--- src/rtl/rwt_axis_escape_inserter_pkg.sv ---
// Shared types and helpers for the escaped-stream encoder: FSM states,
// the default escape word and the tag-word / escape-match helpers.
package rwt_escape_pkg;

   typedef enum logic [1:0] {
      PASS = 2'd0,
      TAG  = 2'd1,
      DATA = 2'd2
   } state_t;

   localparam logic [31:0] DEFAULT_ESCAPE = 32'hAAAAAAAA;

   // Bit 31 is forced low so a tag word can never be mistaken for ESCAPE.
   function automatic logic [31:0] make_tag_word(input logic [30:0] u);
      return {1'b0, u};
   endfunction

   function automatic logic is_escape(input logic [31:0] d, input logic [31:0] esc);
      return (d == esc);
   endfunction

endpackage

--- src/rtl/rwt_axis_escape_inserter.sv ---
// Encodes a tagged 32-bit AXIS stream into a flat escaped stream: ESCAPE+tag+data
// for tagged samples, ESCAPE+ESCAPE for literal escapes, plain data otherwise.
module rwt_axis_escape_inserter
   import rwt_escape_pkg::*;
#(
   parameter logic [31:0] ESCAPE = DEFAULT_ESCAPE,
   parameter int          UWIDTH = 2
) (
   input  logic              clk,
   input  logic              reset,
   input  logic [31:0]       s_axis_tdata,
   input  logic [UWIDTH-1:0] s_axis_tuser,
   input  logic              s_axis_tlast,
   input  logic              s_axis_tvalid,
   output logic              s_axis_tready,
   output logic [31:0]       m_axis_tdata,
   output logic              m_axis_tlast,
   output logic              m_axis_tvalid,
   input  logic              m_axis_tready,
   output logic [31:0]       tag_count,
   output logic [31:0]       esc_count
);

   if (ESCAPE[31] != 1'b1) begin : g_bad_escape
      $error("ESCAPE must have bit 31 set");
   end
   if (UWIDTH < 1 || UWIDTH > 31) begin : g_bad_uwidth
      $error("UWIDTH must be in 1..31");
   end

   state_t            state;
   logic [31:0]       d_q;
   logic [UWIDTH-1:0] u_q;
   logic              l_q;

   logic slot_free;
   logic fire;
   logic in_tagged;
   logic in_literal;

   // Valid/ready: a beat transfers on a cycle where valid and ready are both high;
   // the output word and tlast never change while valid is high and ready is low.
   assign slot_free     = !m_axis_tvalid || m_axis_tready;
   assign s_axis_tready = (state == PASS) && slot_free;
   assign fire          = s_axis_tvalid && s_axis_tready;
   assign in_tagged     = (s_axis_tuser != '0);
   assign in_literal    = !in_tagged && is_escape(s_axis_tdata, ESCAPE);

   always_ff @(posedge clk) begin
      if (reset) begin
         state         <= PASS;
         d_q           <= '0;
         u_q           <= '0;
         l_q           <= 1'b0;
         m_axis_tdata  <= '0;
         m_axis_tlast  <= 1'b0;
         m_axis_tvalid <= 1'b0;
      end else if (slot_free) begin
         case (state)
            PASS: begin
               if (fire) begin
                  m_axis_tvalid <= 1'b1;
                  d_q           <= s_axis_tdata;
                  u_q           <= s_axis_tuser;
                  l_q           <= s_axis_tlast;
                  if (in_tagged) begin
                     m_axis_tdata <= ESCAPE;
                     m_axis_tlast <= 1'b0;
                     state        <= TAG;
                  end else if (in_literal) begin
                     m_axis_tdata <= ESCAPE;
                     m_axis_tlast <= 1'b0;
                     state        <= DATA;
                  end else begin
                     m_axis_tdata <= s_axis_tdata;
                     m_axis_tlast <= s_axis_tlast;
                  end
               end else begin
                  // slot_free with valid high implies ready, so the word just left
                  m_axis_tvalid <= 1'b0;
               end
            end
            TAG: begin
               m_axis_tdata  <= make_tag_word(31'(u_q));
               m_axis_tlast  <= 1'b0;
               m_axis_tvalid <= 1'b1;
               state         <= DATA;
            end
            DATA: begin
               m_axis_tdata  <= d_q;
               m_axis_tlast  <= l_q;
               m_axis_tvalid <= 1'b1;
               state         <= PASS;
            end
            default: state <= PASS;
         endcase
      end
   end

   always_ff @(posedge clk) begin
      if (reset) begin
         tag_count <= '0;
         esc_count <= '0;
      end else if (fire) begin
         if (in_tagged && tag_count != 32'hFFFFFFFF) tag_count <= tag_count + 32'd1;
         if (in_literal && esc_count != 32'hFFFFFFFF) esc_count <= esc_count + 32'd1;
      end
   end

endmodule
--- config.mk ---
export PLATFORM = sky130hd
export DESIGN_NAME = rwt_axis_escape_inserter
export DESIGN_NICKNAME = d
export VERILOG_FILES = /design/src/rtl/rwt_axis_escape_inserter_pkg.sv /design/src/rtl/rwt_axis_escape_inserter.sv
export SDC_FILE = /design/constraint.sdc
export NUM_CORES = 1
export LEC_CHECK = 0
export CAP_MARGIN = 20
export CORE_ASPECT_RATIO = 0.9
export CORE_MARGIN = 4
export CORE_UTILIZATION = 29
export DETAILED_ROUTE_END_ITERATION = 8
export SLEW_MARGIN = 20
export SYNTH_ARGS = -nofsm -noshare
export SYNTH_HDL_FRONTEND = slang
export SYNTH_SLANG_ARGS = --single-unit
--- constraint.sdc ---
create_clock -name clk -period 3.6 [get_ports clk]
set_clock_uncertainty 0.05 [all_clocks]
set_input_delay 0.72 -clock clk [delete_from_list [all_inputs] [get_ports clk]]
set_output_delay 0.72 -clock clk [all_outputs]
set_load 0.005 [all_outputs]
# Word level (Yosys, flattened, before mapping)
# Index checks and enable logic that the tools add are counted.
# Widths: inputs -> output; s select.
[op_classes]
n_addsub = 2
eq_ne = 7
n_mux = 14
reduce_logical = 19
[op_table]
columns = ["operator", "count"]
rows = [
  ["$mux 32", 3],
  ["$pmux 32 s3", 1],
  ["$add 32x1->32 const B", 2],
  ["$ne 32x32->1 const B", 2],
  ["$eq 32x32->1 const B", 1],
  ["$reduce_and 3->1", 3],
  ["$mux 2", 3],
  ["$reduce_and 2->1", 3],
  ["$logic_and 1x1->1", 5],
  ["$mux 1", 4],
  ["$pmux 2 s2", 1],
  ["$reduce_bool 2->1", 2],
  ["$ne 3x3->1 const B", 1],
  ["$pmux 1 s3", 1],
  ["$reduce_bool 3->1", 1],
  ["$eq 2x1->1 const B", 1],
  ["$eq 2x2->1 const B", 1],
  ["$logic_not 1->1", 2],
  ["$logic_not 2->1", 1],
  ["$ne 2x2->1 const B", 1],
  ["$pmux 1 s2", 1],
  ["$reduce_or 2->1", 1],
  ["$logic_or 1x1->1", 1],
]
[word_totals]
register_bits = 135
input_bits = 39
out_inout_bits = 99
elab_cells = 51

# Longest topological paths before layout
# Gate-level depths: netlist of run 1.
[depth]
depth_word = 7
depth_mapped = 9
depth_no_buf = 7

# Worst setup path after synthesis of run 1
# OpenSTA, ideal clock, no wires.
[synth_path]
path_type = "in2reg"
from = "in s_axis_tdata[2]"
to = "reg esc_count[29]"
setup_time_ps = 121
arrival_time_ps = 2351
path_slack_ps = 1079
stages = 7
cell_sequence = "and4bb_2 -> and4_1 -> buf_2 -> nand2_1 -> clkbuf_1 -> nor4_1 -> mux2_2"
[synth_via]
elab_chain_cells = 4
[synth_rtl]
columns = ["element", "line_no", "text"]
rows = [
  ["start, declared", "rwt_axis_escape_inserter.sv:11", "input logic [31:0] s_axis_tdata,"],
  ["$eq 32x32->1", "rwt_axis_escape_inserter_pkg.sv:19", "return (d == esc);"],
  ["$logic_and 1x1->1", "rwt_axis_escape_inserter.sv:47", "assign in_literal = !in_tagged && is_escape(s_axis_tdata, ESCAPE);"],
  ["$logic_and 1x1->1", "rwt_axis_escape_inserter.sv:106", "if (in_literal && esc_count != 32'hFFFFFFFF) esc_count <= esc_count + 32'd1;"],
  ["$reduce_and 2->1 (no source line)", "n/a", ""],
  ["end signal, assigned", "rwt_axis_escape_inserter.sv:106", ""],
  ["end, declared", "rwt_axis_escape_inserter.sv:21", "output logic [31:0] esc_count"],
]
# Every way passes these cells.
# A chain may end at the register's enable or synchronous reset.

# Final worst setup path of run 1
[layout_path]
from = "in m_axis_tready"
to = "out s_axis_tready"
[layout_via]
elab_chain_cells = 2
[layout_rtl]
columns = ["element", "line_no", "text"]
rows = [
  ["start, declared", "rwt_axis_escape_inserter.sv:19", "input logic m_axis_tready,"],
  ["$logic_or 1x1->1", "rwt_axis_escape_inserter.sv:43", "assign slot_free = !m_axis_tvalid || m_axis_tready;"],
  ["$logic_and 1x1->1", "rwt_axis_escape_inserter.sv:44", "assign s_axis_tready = (state == PASS) && slot_free;"],
  ["end, declared", "rwt_axis_escape_inserter.sv:15", "output logic s_axis_tready,"],
]
# Every way passes these cells.

==> results list, run 1 <==
* Final number of setup-violating endpoints: 0
- Initial detailed-routing violation count: 402
- The initialized floorplan defines 51 standard-cell rows.
* Final ANT Viol Nets: 0
* Setup crit start kind: input pin
* Worst hold path endpoint: m_axis_tdata[31]
- Main combinational cell family by area after synthesis: simple AND/OR/NAND/NOR gates
- Horizontal die dimension: 166 microns
- Reg-to-reg critical path startpoint: esc_count[0]
* Post-route clock period utilization: 78.7%
- Seq/Total Area, Yosys: 41.4%
- Global routing finished with a remaining overflow of 0.
- Lkg Pwr: 2.91 nW
- Quantity of I/O buffers inserted on ports: 137
- Mapped cell area: 6530 sq um
* Mean instance size in the synthesized netlist: 8.01 sq um
- After clock tree synthesis, the setup repair step added 0 buffers.
* Nets: 984
- After Yosys synthesis, full adders, half adders and majority gates account for 1.34% of the synthesized area.
- All-layer global routing usage: 16.2%
* Cells on worst reg2reg path: 7
- Start point of the worst hold path: m_axis_tdata[31]
* Routed WL: 20700 microns
- Register bit total from synthesis: 135
- Headroom to the max-slew limit came out at 38.2%.
* Hold Path Class: reg2reg
* Worst skew pair latency: 0.42 ns
* Maximum number of pins on one net before global-route repair: 84
- Wire length of the first global-routing pass: 33300 microns
- Half-perimeter wire length of the detailed placement result: 14200 microns
- Vias: 6596
- Worst hold path depth: 2
* Mux contribution to synthesized area: 2.42%
- Worst Setup Slack, final: 0.767 ns
- Setup repair after global routing missed its margin: false
* Met1 Routed Length: 10200 microns
- Full die area: 25000 sq um
* Actual slew at the worst max-slew pin: 0.926 ns
- For this run, design rule violations remaining after detail routing come to 0.
- Summing the areas of all xor and xnor instances in the mapped netlist gives 0% of the synthesized area.
- Vias per inst: 5.31
- Initial antenna violation count: 0
- The netlist uses 53 different library cells.
- From synthesis to final layout, the design area changed by 35.7%.
- Clock transition at path regs: 0.06 ns
* Total power per unit cell area: 522 nW/um^2
* Final-report max-slew violation count: 0
- Share of the synthesized area in compound gates (AO/OA/AOI/OAI): 20.0%
- Highest metal layer with signal wires: met4
- Die Ht: 150 microns
- Routed length per placed instance: 16.7 microns
* Commonest cells after routing, fill and taps aside: 136 x clkdlybuf4s50_1, 135 x dfxtp_1, 113 x a21oi_1
* Net count of the mapped netlist: 861
- Pre-antenna DRT Iters: 5
* Count of boundary I/O pins: 138
- DR WL met2: 9050 microns
* Post-Place Setup Slack: 0.361 ns
- Clock tree synthesis found a total of 135 sinks.
* Routability-driven placement congestion ratio: 0.804
- Across all register-to-register paths, the minimum setup slack is 0.88 ns.
- In the synthesized netlist, the number of instances is 815.
- The repair_antennas step left the layout with diodes totalling 0.
- The H-tree generated during clock tree synthesis spans 4 levels.
- Post-layout instance area: 8860 sq um
- The core region is 21900 sq um.
* Simple-gate area share of the yosys netlist: 30.6%
- The Yosys step of the flow raised 0 warnings.
- The worst register-to-register path ends at esc_count[6].
- CTS tree: built
- Derived from the worst setup path, the maximum achievable clock frequency is 0.353 GHz.
- Most common library cell in the layout ignoring fill and taps: clkdlybuf4s50_1
- STA classifies the critical path endpoint as a primary output.
- For this design, the CTS-stage hold fixing added 0 buffers.
* Run status: completed
- The clock passes through at most 2 buffers.
- Final Critical Period: 2.83 ns
- Data arrival at the endpoint of the critical path: 2.06 ns
- The critical path is of the in2out type.
* Peak supply drop: 0.000317 V
- Number of gates resized after CTS: 0
- WL met3: 1370 microns
- Cells with a size suffix above 1 make up 9.46% of the layout.
* Via count of the first global-routing pass: 6006
* Power consumption: 4.63 mW
- Worst-path maximum fanout: 3
- Total clock buffers created by CTS: 17
- Root Driver: clkbuf_16
- The initial utilization of the core area, before any placement, comes to 29.8%.
- Counting the fill cells in the layout gives 2202.
- Data on the critical path is required at its endpoint by 2.83 ns.
- Count of max-cap constraint violations: 0
- Hold Violations, Final: 0
- After routing, the total negative slack on setup checks comes to 0 ns.
* Placement-stage cell area: 8220 sq um
==> per-layer routing <==
| layer | vias to the layer above | GRT usage, % |
|---|---|---|
| li1 | 3268 | - |
| met1 | 3126 | 23.4 |
| met2 | 192 | 24.3 |
| met3 | 10 | 3.86 |
| met4 | 0 | 4.45 |
| met5 | - | 0 |
==> how the worst max path moves through the flow <==
| stage | cells after the start | start | endpoint | slack [ns] |
|---|---|---|---|---|
| floorplan | 7 | s_axis_tdata[2] | esc_count[29] | 1.08 |
| global placement | 7 | s_axis_tvalid | esc_count[13] | 0.40 |
| detailed placement | 7 | s_axis_tvalid | esc_count[3] | 0.36 |
| CTS | 4 | m_axis_tready | s_axis_tready | 0.74 |
| global route | 7 | s_axis_tvalid | esc_count[22] | 0.65 |
| finish | 4 | m_axis_tready | s_axis_tready | 0.77 |
==> per-stage QoR <==
step	hold WS, ns	std cells	utilization, %
2_1_floorplan	0.386	815	-
3_3_place_gp	0.392	1210	37.5
3_5_place_dp	0.396	1210	37.5
4_1_cts	0.405	1242	40.5
5_1_grt	0.423	1242	40.5
6_report	0.405	1242	40.5
==> where the power goes <==
part / internal, mW / switching (mW) / total (mW) / leakage (nW)
clock network: 1.14 / 0.794 / 1.93 / 0.317
logic: 0.430 / 0.539 / 0.969 / 1.49
registers: 1.64 / 0.0894 / 1.73 / 1.10
==> Yosys cell counts, drive strengths merged <==
master / count / area [sq um]
nor4b: 1 / 8.76
nor3: 32 / 175
buf: 15 / 91.3
o21ai: 48 / 240
and2: 4 / 25.0
a211oi: 1 / 7.51
nand2b: 1 / 6.26
or4b: 1 / 10.0
mux2: 14 / 158
o211ai: 3 / 22.5
a221oi: 17 / 149
o31ai: 19 / 143
ha: 7 / 87.6
nand3: 30 / 163
a311oi: 1 / 8.76
o21ba: 4 / 40.0
nand4b: 1 / 8.76
nor2: 63 / 239
o31a: 4 / 35.0
or2: 2 / 12.5
dfxtp: 135 / 2700
and4bb: 8 / 100
a2111oi: 1 / 27.5
o311ai: 1 / 8.76
and3: 8 / 50.1
nor2b: 17 / 106
nand2: 105 / 394
nor4: 15 / 109
and4: 10 / 87.6
inv: 11 / 41.3
nand4: 31 / 194
clkinv: 1 / 3.75
o2111ai: 2 / 17.5
a21oi: 113 / 566
or4: 17 / 128
nand3b: 1 / 7.51
nor3b: 1 / 7.51
o41ai: 1 / 8.76
or3: 26 / 163
o21bai: 1 / 7.51
a22oi: 2 / 15.0
clkbuf: 39 / 146
a31oi: 1 / 6.26
==> logic make-up (layout without fill, tap and decap cells) <==
kind of cell    Yosys count  in the layout
simple gates            374            374
flops                   135            135
compound gates          219            219
buf+inv                  66            202
fa+ha+maj                 7              7
mux                      14             14
==> cell type report <==
class / instances / area (sq um) / area share (%)
Multi-Input combinational cell: 614 / 3550 / 40.1
Clock inverter: 15 / 220 / 2.49
Inverter: 12 / 45.0 / 0.508
Tap cell: 291 / 364 / 4.11
Sequential cell: 135 / 2700 / 30.5
Clock buffer: 17 / 425 / 4.80
Timing Repair Buffer: 158 / 1550 / 17.5
==> flip-flops by register name, summed over array words and instances, names as in the netlist, 2 cells and up <==
register,cells
esc_count,32
state,2
u_q,2
tag_count,32
m_axis_tdata,32
d_q,32
==> critical path, stage by stage <==
cell	delay [ns]
clkdlybuf4s50_1	0.50
nand2b_1	0.14
and2_1	0.15
clkdlybuf4s50_1	0.55
(Power assumes the default switching activity.)
==> run 2, diff against run 1 <==
Clock period 3.6 ns to 2.86 ns, I/O delays scaled along.
==> results list, run 2 (same netlist as run 1, synthesis figures left out) <==
* Run status: completed
- The area of the placeable core is 21900 sq um (unchanged).
* End of the worst register-to-register path: esc_count[15]
* Maximum number of pins on one net before global-route repair: 76 (-9.5%)
* Data arrival at the endpoint of the critical path: 2.85 ns (+0.79 ns)
* Hold Violations, Final: 0 (unchanged)
- The max-slew violation total from the final report was 0 (unchanged).
* Total instance count after detailed placement: 1249 (+3.2%)
- Antenna diode count: 0 (unchanged)
- Subtracting the final worst setup slack from the clock period gives 2.59 ns.
- The final weighted congestion of routability-driven global placement is 0.827 (+2.8%).
- Vias per inst: 5.20 (-2.1%)
* Number of DRC violations after detailed routing: 0 (unchanged)
- The number of standard-cell rows in the floorplan was 51 (unchanged).
- The remaining global-route overflow is 0 (unchanged).
* Worst-path maximum fanout: 18 (+15)
- Quantity of I/O buffers inserted on ports: 137 (unchanged)
- Pre-antenna DRT Iters: 5 (unchanged)
- Leaving out fill and tap cells, the most frequent cell in the layout is clkdlybuf4s50_1.
- The overall track demand over capacity in global routing was 16.2% (-0.068 points).
- CTS tree: built
* Fin cells: 1281 (+3.1%)
* Number of setup buffers added after CTS: 0 (unchanged)
- The static leakage is 3.09 nW (+6.2%).
- Total clock buffers created by CTS: 17 (unchanged)
* Placement-stage cell area: 8550 sq um (+4.0%)
* Die Ht: 150 microns (unchanged)
- Commonest cells after routing, fill and taps aside: 136 x clkdlybuf4s50_1, 135 x dfxtp_1, 113 x a21oi_1
- Actual slew at the worst max-slew pin: 0.630 ns (-0.296 ns)
* Setup crit start kind: register
- Root Driver: clkbuf_16
* Post-layout instance area: 9130 sq um (+3.0%)
* Clk sink count: 135 (unchanged)
- Full die area: 25000 sq um (unchanged)
- The number of buffers inserted by hold repair at cts is 0 (unchanged).
* Horizontal die dimension: 166 microns (unchanged)
- The worst-case reg-to-reg path depth came to 8 (+1).
- Relative to the synthesized area, the layout overhead comes to 39.8%.
* Worst skew pair latency: 0.43 ns (about the same)
- Via count of the first global-routing pass: 6204 (+3.3%)
* Routed WL: 20400 microns (-1.4%)
- In this run the critical register-to-register path is launched from esc_count[0].
- The worst-case headroom to the max-slew limit is 58.0% (+20 points).
* Start point of the worst hold path: d_q[0]
* Critical Setup Path Class: reg2reg
- Routed length per placed instance: 15.9 microns (-4.4%)
- Hold Path Class: reg2reg
- The total number of vias was 6657 (+0.92%).
- The total power divided by cell area was 617 nW/um^2 (+18%).
- The number of setup violations in the final report was 0 (unchanged).
- Longest Clk Path Bufs: 2 (unchanged)
- The sum of net half-perimeters after detailed placement came to 14200 microns (about the same).
- The peak supply drop was 0.000310 V (-2.2%).
- Setup repair after global routing left no endpoint under its margin.
- In the finished design, the share of the clock period the worst path needs comes to 90.5%.
- Clock transition at path regs: 0.06 ns (about the same)
* Final ANT Viol Nets: 0 (unchanged)
* Number of levels the H-tree was split into: 4 (unchanged)
- The flop-to-flop setup slack was 0.27 ns (-0.61 ns).
* Max Freq: 0.386 GHz
- Crit end category: register
- The data required time of the critical path is 3.13 ns (+0.30 ns).
* Initial standard-cell utilization of the core: 29.8% (unchanged)
* Count of max-cap constraint violations: 0 (unchanged)
* Worst hold path endpoint: d_q[0]
* Wire length of the first global-routing pass: 33200 microns (about the same)
* Number of gates resized after CTS: 0 (unchanged)
- The number of antenna violations at the first check in global routing came to 0 (unchanged).
- The number of top-level design ports was 138 (unchanged).
- The number of instances on the worst hold path came to 2 (unchanged).
- Ratio of cells with drive above 1 in the final layout: 13.0% (+3.6 points)
- Nets: 1023 (+4.0%)
- Initial detailed-routing violation count: 472 (+17%)
run 2: cell type report:
type	instances	area (sq um)
multi-input cells	614	3550
fillers	2227	12800
repair buffers	197	1880
clock inverters	15	154
inverters	12	45.0
well taps	291	364
flip-flops and latches	135	2700
clock buffers	17	425
run 2: layer usage:
layer  vias to the layer above  routed length (microns)  share of wire [%]  GRT usage (%)
met5                         -                        0                  0              0
met4                         0                      318                1.6           3.96
met3                        23                     1500                7.3           4.65
met2                       187                     8730                 43           23.9
met1                      3103                     9860                 48           23.2
li1                       3344                        -                  -              -
run 2: worst max path at each step:
| stage | startpoint | endpoint | slack, ns | depth (start not counted) |
|---|---|---|---|---|
| 2_1_floorplan | s_axis_tdata[2] | esc_count[29] | 0.49 | 7 |
| 3_5_place_dp | s_axis_tdata[18] | esc_count[18] | -0.10 | 7 |
| 5_1_grt | esc_count[0] | esc_count[15] | 0.003 | 8 |
| 4_1_cts | esc_count[0] | esc_count[15] | 0.24 | 8 |
| 6_report | esc_count[0] | esc_count[15] | 0.27 | 8 |
| 3_3_place_gp | s_axis_tdata[18] | esc_count[31] | -0.06 | 7 |
run 2: report_power, final:
part           internal, mW  leakage [nW]  total, mW  switching (mW)
Clock                  1.23         0.287       2.22           0.982
Sequential             2.07          1.10       2.18           0.115
Combinational         0.576          1.70       1.23           0.657
run 2: metrics by stage:
step           utilization [%]  setup slack (ns)  hold WS [ns]  power, mW  setup TNS [ns]
2_1_floorplan                -             0.487         0.386       2.85               0
3_3_place_gp              39.0           -0.0640         0.391       3.45          -0.266
3_5_place_dp              39.0            -0.104         0.396       3.46          -0.469
4_1_cts                   41.7             0.241         0.405       5.69               0
5_1_grt                   41.7           0.00317         0.427       5.93               0
6_report                  41.7             0.271         0.405       5.63               0
run 2: worst max-delay path: stages (launching register included):
cell and delay (ns):
dfxtp_1 0.43, ha_1 0.23, nand4_1 0.29, nor4_1 0.53
nor3b_2 0.24, buf_4 0.21, buf_4 0.23, nor4_1 0.07
o21ba_2 0.19
==> run 3, diff against run 2 <==
Settings changed: CTS_CLUSTER_DIAMETER set to 150, CTS_CLUSTER_SIZE set to 40, PLACE_DENSITY set to 0.5.
==> results list, run 3 (same netlist as run 1, synthesis figures left out) <==
- Busiest grt layer: met2
* Critical Setup Path Class: in2out
- The number of buffers added for setup after CTS is 0 (unchanged).
- The path with the worst hold slack has its endpoint at d_q[0].
- The die outline width is 166 microns (unchanged).
* Global-route met1 utilization: 23.8% (+0.64 points)
- The buffer depth of the longest clock path was 2 (unchanged).
- Routed length per placed instance: 16.2 microns (+1.5%)
- The combinational power share is 22.1% (+0.2 points).
- The total number of H-tree levels came to 4 (unchanged).
- The worst register-to-register path ends at esc_count[6].
- Number of DRC violations after detailed routing: 0 (unchanged)
* Standard-cell row count: 51 (unchanged)
* Total instance count after detailed placement: 1258 (+0.72%)
- CTS tree: built
- Count of max-cap constraint violations: 0 (unchanged)
* Quantity of I/O buffers inserted on ports: 137 (unchanged)
- The met3 track demand over resource is 3.86% (-0.79 points).
* Total power per unit cell area: 619 nW/um^2 (+0.25%)
* Final-report max-slew violation count: 0 (unchanged)
- Vias: 6715 (+0.87%)
- The number of setup violations in the final report came to 0 (unchanged).
* Cells on worst reg2reg path: 7 (-1)
* Share of total power in the clock network: 39.6% (+0.2 points)
- The slew of the pin with the lowest slew margin was 0.707 ns (+0.0768 ns).
* Clk sink count: 135 (unchanged)
* Initial antenna violation count: 0 (unchanged)
* Reg-to-reg critical path startpoint: esc_count[0]
- Sum of negative setup slack: 0 ns (unchanged)
- In this run the worst hold path is classified as reg2reg.
- The arrival time at the worst endpoint was 2.07 ns (-0.78 ns).
- Hold Violations, Final: 0 (unchanged)
- Die Ht: 150 microns (unchanged)
- Via count of the first global-routing pass: 6072 (-2.1%)
- The library cells used most frequently in the layout, excluding fill and tap cells, are 136 x clkdlybuf4s50_1, 135 x dfxtp_1, 113 x a21oi_1.
- Post-route clock period utilization: 94.1% (+3.6 points)
* Count of boundary I/O pins: 138 (unchanged)
- Routed WL: 20900 microns (+2.2%)
- The final weighted congestion of routability-driven global placement is 0.805 (-2.7%).
- The remaining global-route overflow is 0 (unchanged).
- The number of gates resized after cts is 0 (unchanged).
- Setup crit start kind: input pin
* Peak supply drop: 0.000344 V (+11%)
- The total clock buffers created by CTS came to 17 (unchanged).
- Switching pwr: 1.71 mW (-2.4%)
- Headroom to the max-slew limit: 52.8% (-5.1 points)
- The relative contribution of sequential cells to total power came to 38.3% (-0.4 points).
- Wire length of the first global-routing pass: 33200 microns (-0.23%)
- The final cell count without fillers is 1290 (+0.70%).
- The library cell used most frequently in the layout, excluding fill and tap cells, is clkdlybuf4s50_1.
* Register-to-register setup slack: 0.38 ns (+0.11 ns)
* Final Critical Period: 2.69 ns (+0.102 ns)
- The switching share of total power was 30.0% (-1.1 points).
- Compared with the post-synthesis result, the final layout area differs by 41.2%.
- In this run the worst setup path begins at m_axis_tready.
- The remaining number of nets flagged by the antenna check after routing was 0 (unchanged).
- Vias per inst: 5.21 (+0.17%)
* Max Freq: 0.372 GHz (-3.8%)
- The internal power was 3.99 mW (+2.9%).
- Number of hold buffers added after CTS: 0 (unchanged)
- Antenna diode count: 0 (unchanged)
- Required time at the worst-slack endpoint: 2.24 ns (-0.89 ns)
- Root Driver: clkbuf_16
* Initial detailed-routing violation count: 382 (-19%)
- The sum of net half-perimeters after detailed placement is 14800 microns (+4.1%).
* Clock transition at path regs: 0.06 ns (about the same)
- Initial standard-cell utilization of the core: 29.8% (unchanged)
* Pre-antenna DRT Iters: 5 (unchanged)
* Full die area: 25000 sq um (unchanged)
- Start point of the worst hold path: d_q[0]
* Maximum number of pins on one net before global-route repair: 50 (-34%)
* Lkg Pwr: 3.13 nW (+1.5%)
* Global routing met2 resource utilization: 24.3% (+0.39 points)
- Ratio of cells with drive above 1 in the final layout: 13.8% (+0.78 points)
- Setup repair after global routing left no endpoint under its margin.
- Worst skew pair latency: 0.42 ns (about the same)
- Run status: completed
- The net count reported at finish was 1032 (+0.88%).
- All-layer global routing usage: 16.2% (+0.080 points)
- The area of the placeable core was 21900 sq um (unchanged).
* Worst hold path depth: 2 (unchanged)
- STA classifies the critical path endpoint as a primary output.
* Worst-path maximum fanout: 2 (-16)
## run 3: area by class of cell
| class | count | area [sq um] |
|---|---|---|
| multi-input combinational | 614 | 3550 |
| tap | 291 | 364 |
| inverter | 12 | 45.0 |
| sequential | 135 | 2700 |
| fill | 2215 | 12700 |
| clock inverter | 14 | 166 |
| clock buffer | 18 | 439 |
| timing repair buffer | 206 | 1950 |
## run 3: how the worst max path moves through the flow
stage | cells after the start | slack, ns | endpoint
after CTS | 5 | 0.15 | s_axis_tready
after detailed placement | 7 | -0.01 | esc_count[6]
after floorplan | 7 | 0.49 | esc_count[29]
after global routing | 5 | 0.10 | s_axis_tready
final | 5 | 0.17 | s_axis_tready
after global placement | 8 | 0.002 | tag_count[27]
## run 3: routing by layer
metal / routed length, microns / vias up
li1: - / 3358
met1: 10400 / 3162
met2: 9020 / 186
met3: 1210 / 9
met4: 192 / 0
met5: 0 / -
## run 3: metrics by stage
step / instance area (sq um) / setup slack (ns) / power (mW) / utilization (%) / hold slack, ns
finish: 9220 / 0.169 / 5.70 / 42.1 / 0.404
global route: 9220 / 0.101 / 6.01 / 42.1 / 0.419
CTS: 9220 / 0.149 / 5.78 / 42.1 / 0.405
detailed placement: 8610 / -0.0127 / 3.49 / 39.4 / 0.397
global placement: 8610 / 0.00217 / 3.49 / 39.4 / 0.392
floorplan: 6530 / 0.487 / 2.85 / - / 0.386
## run 3: worst max-delay path, stage by stage
cell,delay (ns)
clkdlybuf4s50_1,0.55
buf_4,0.14
nand2b_1,0.11
and2_1,0.15
clkdlybuf4s50_1,0.55
## run 3: power groups by stage
stage          Sequential (mW)  Combinational [mW]  Clock (mW)
2_1_floorplan             2.21               0.643           0
6_report                  2.18                1.26        2.26
3_5_place_dp              2.22                1.27           0
3_3_place_gp              2.22                1.27           0
5_1_grt                   2.20                1.40        2.41
4_1_cts                   2.18                1.27        2.33
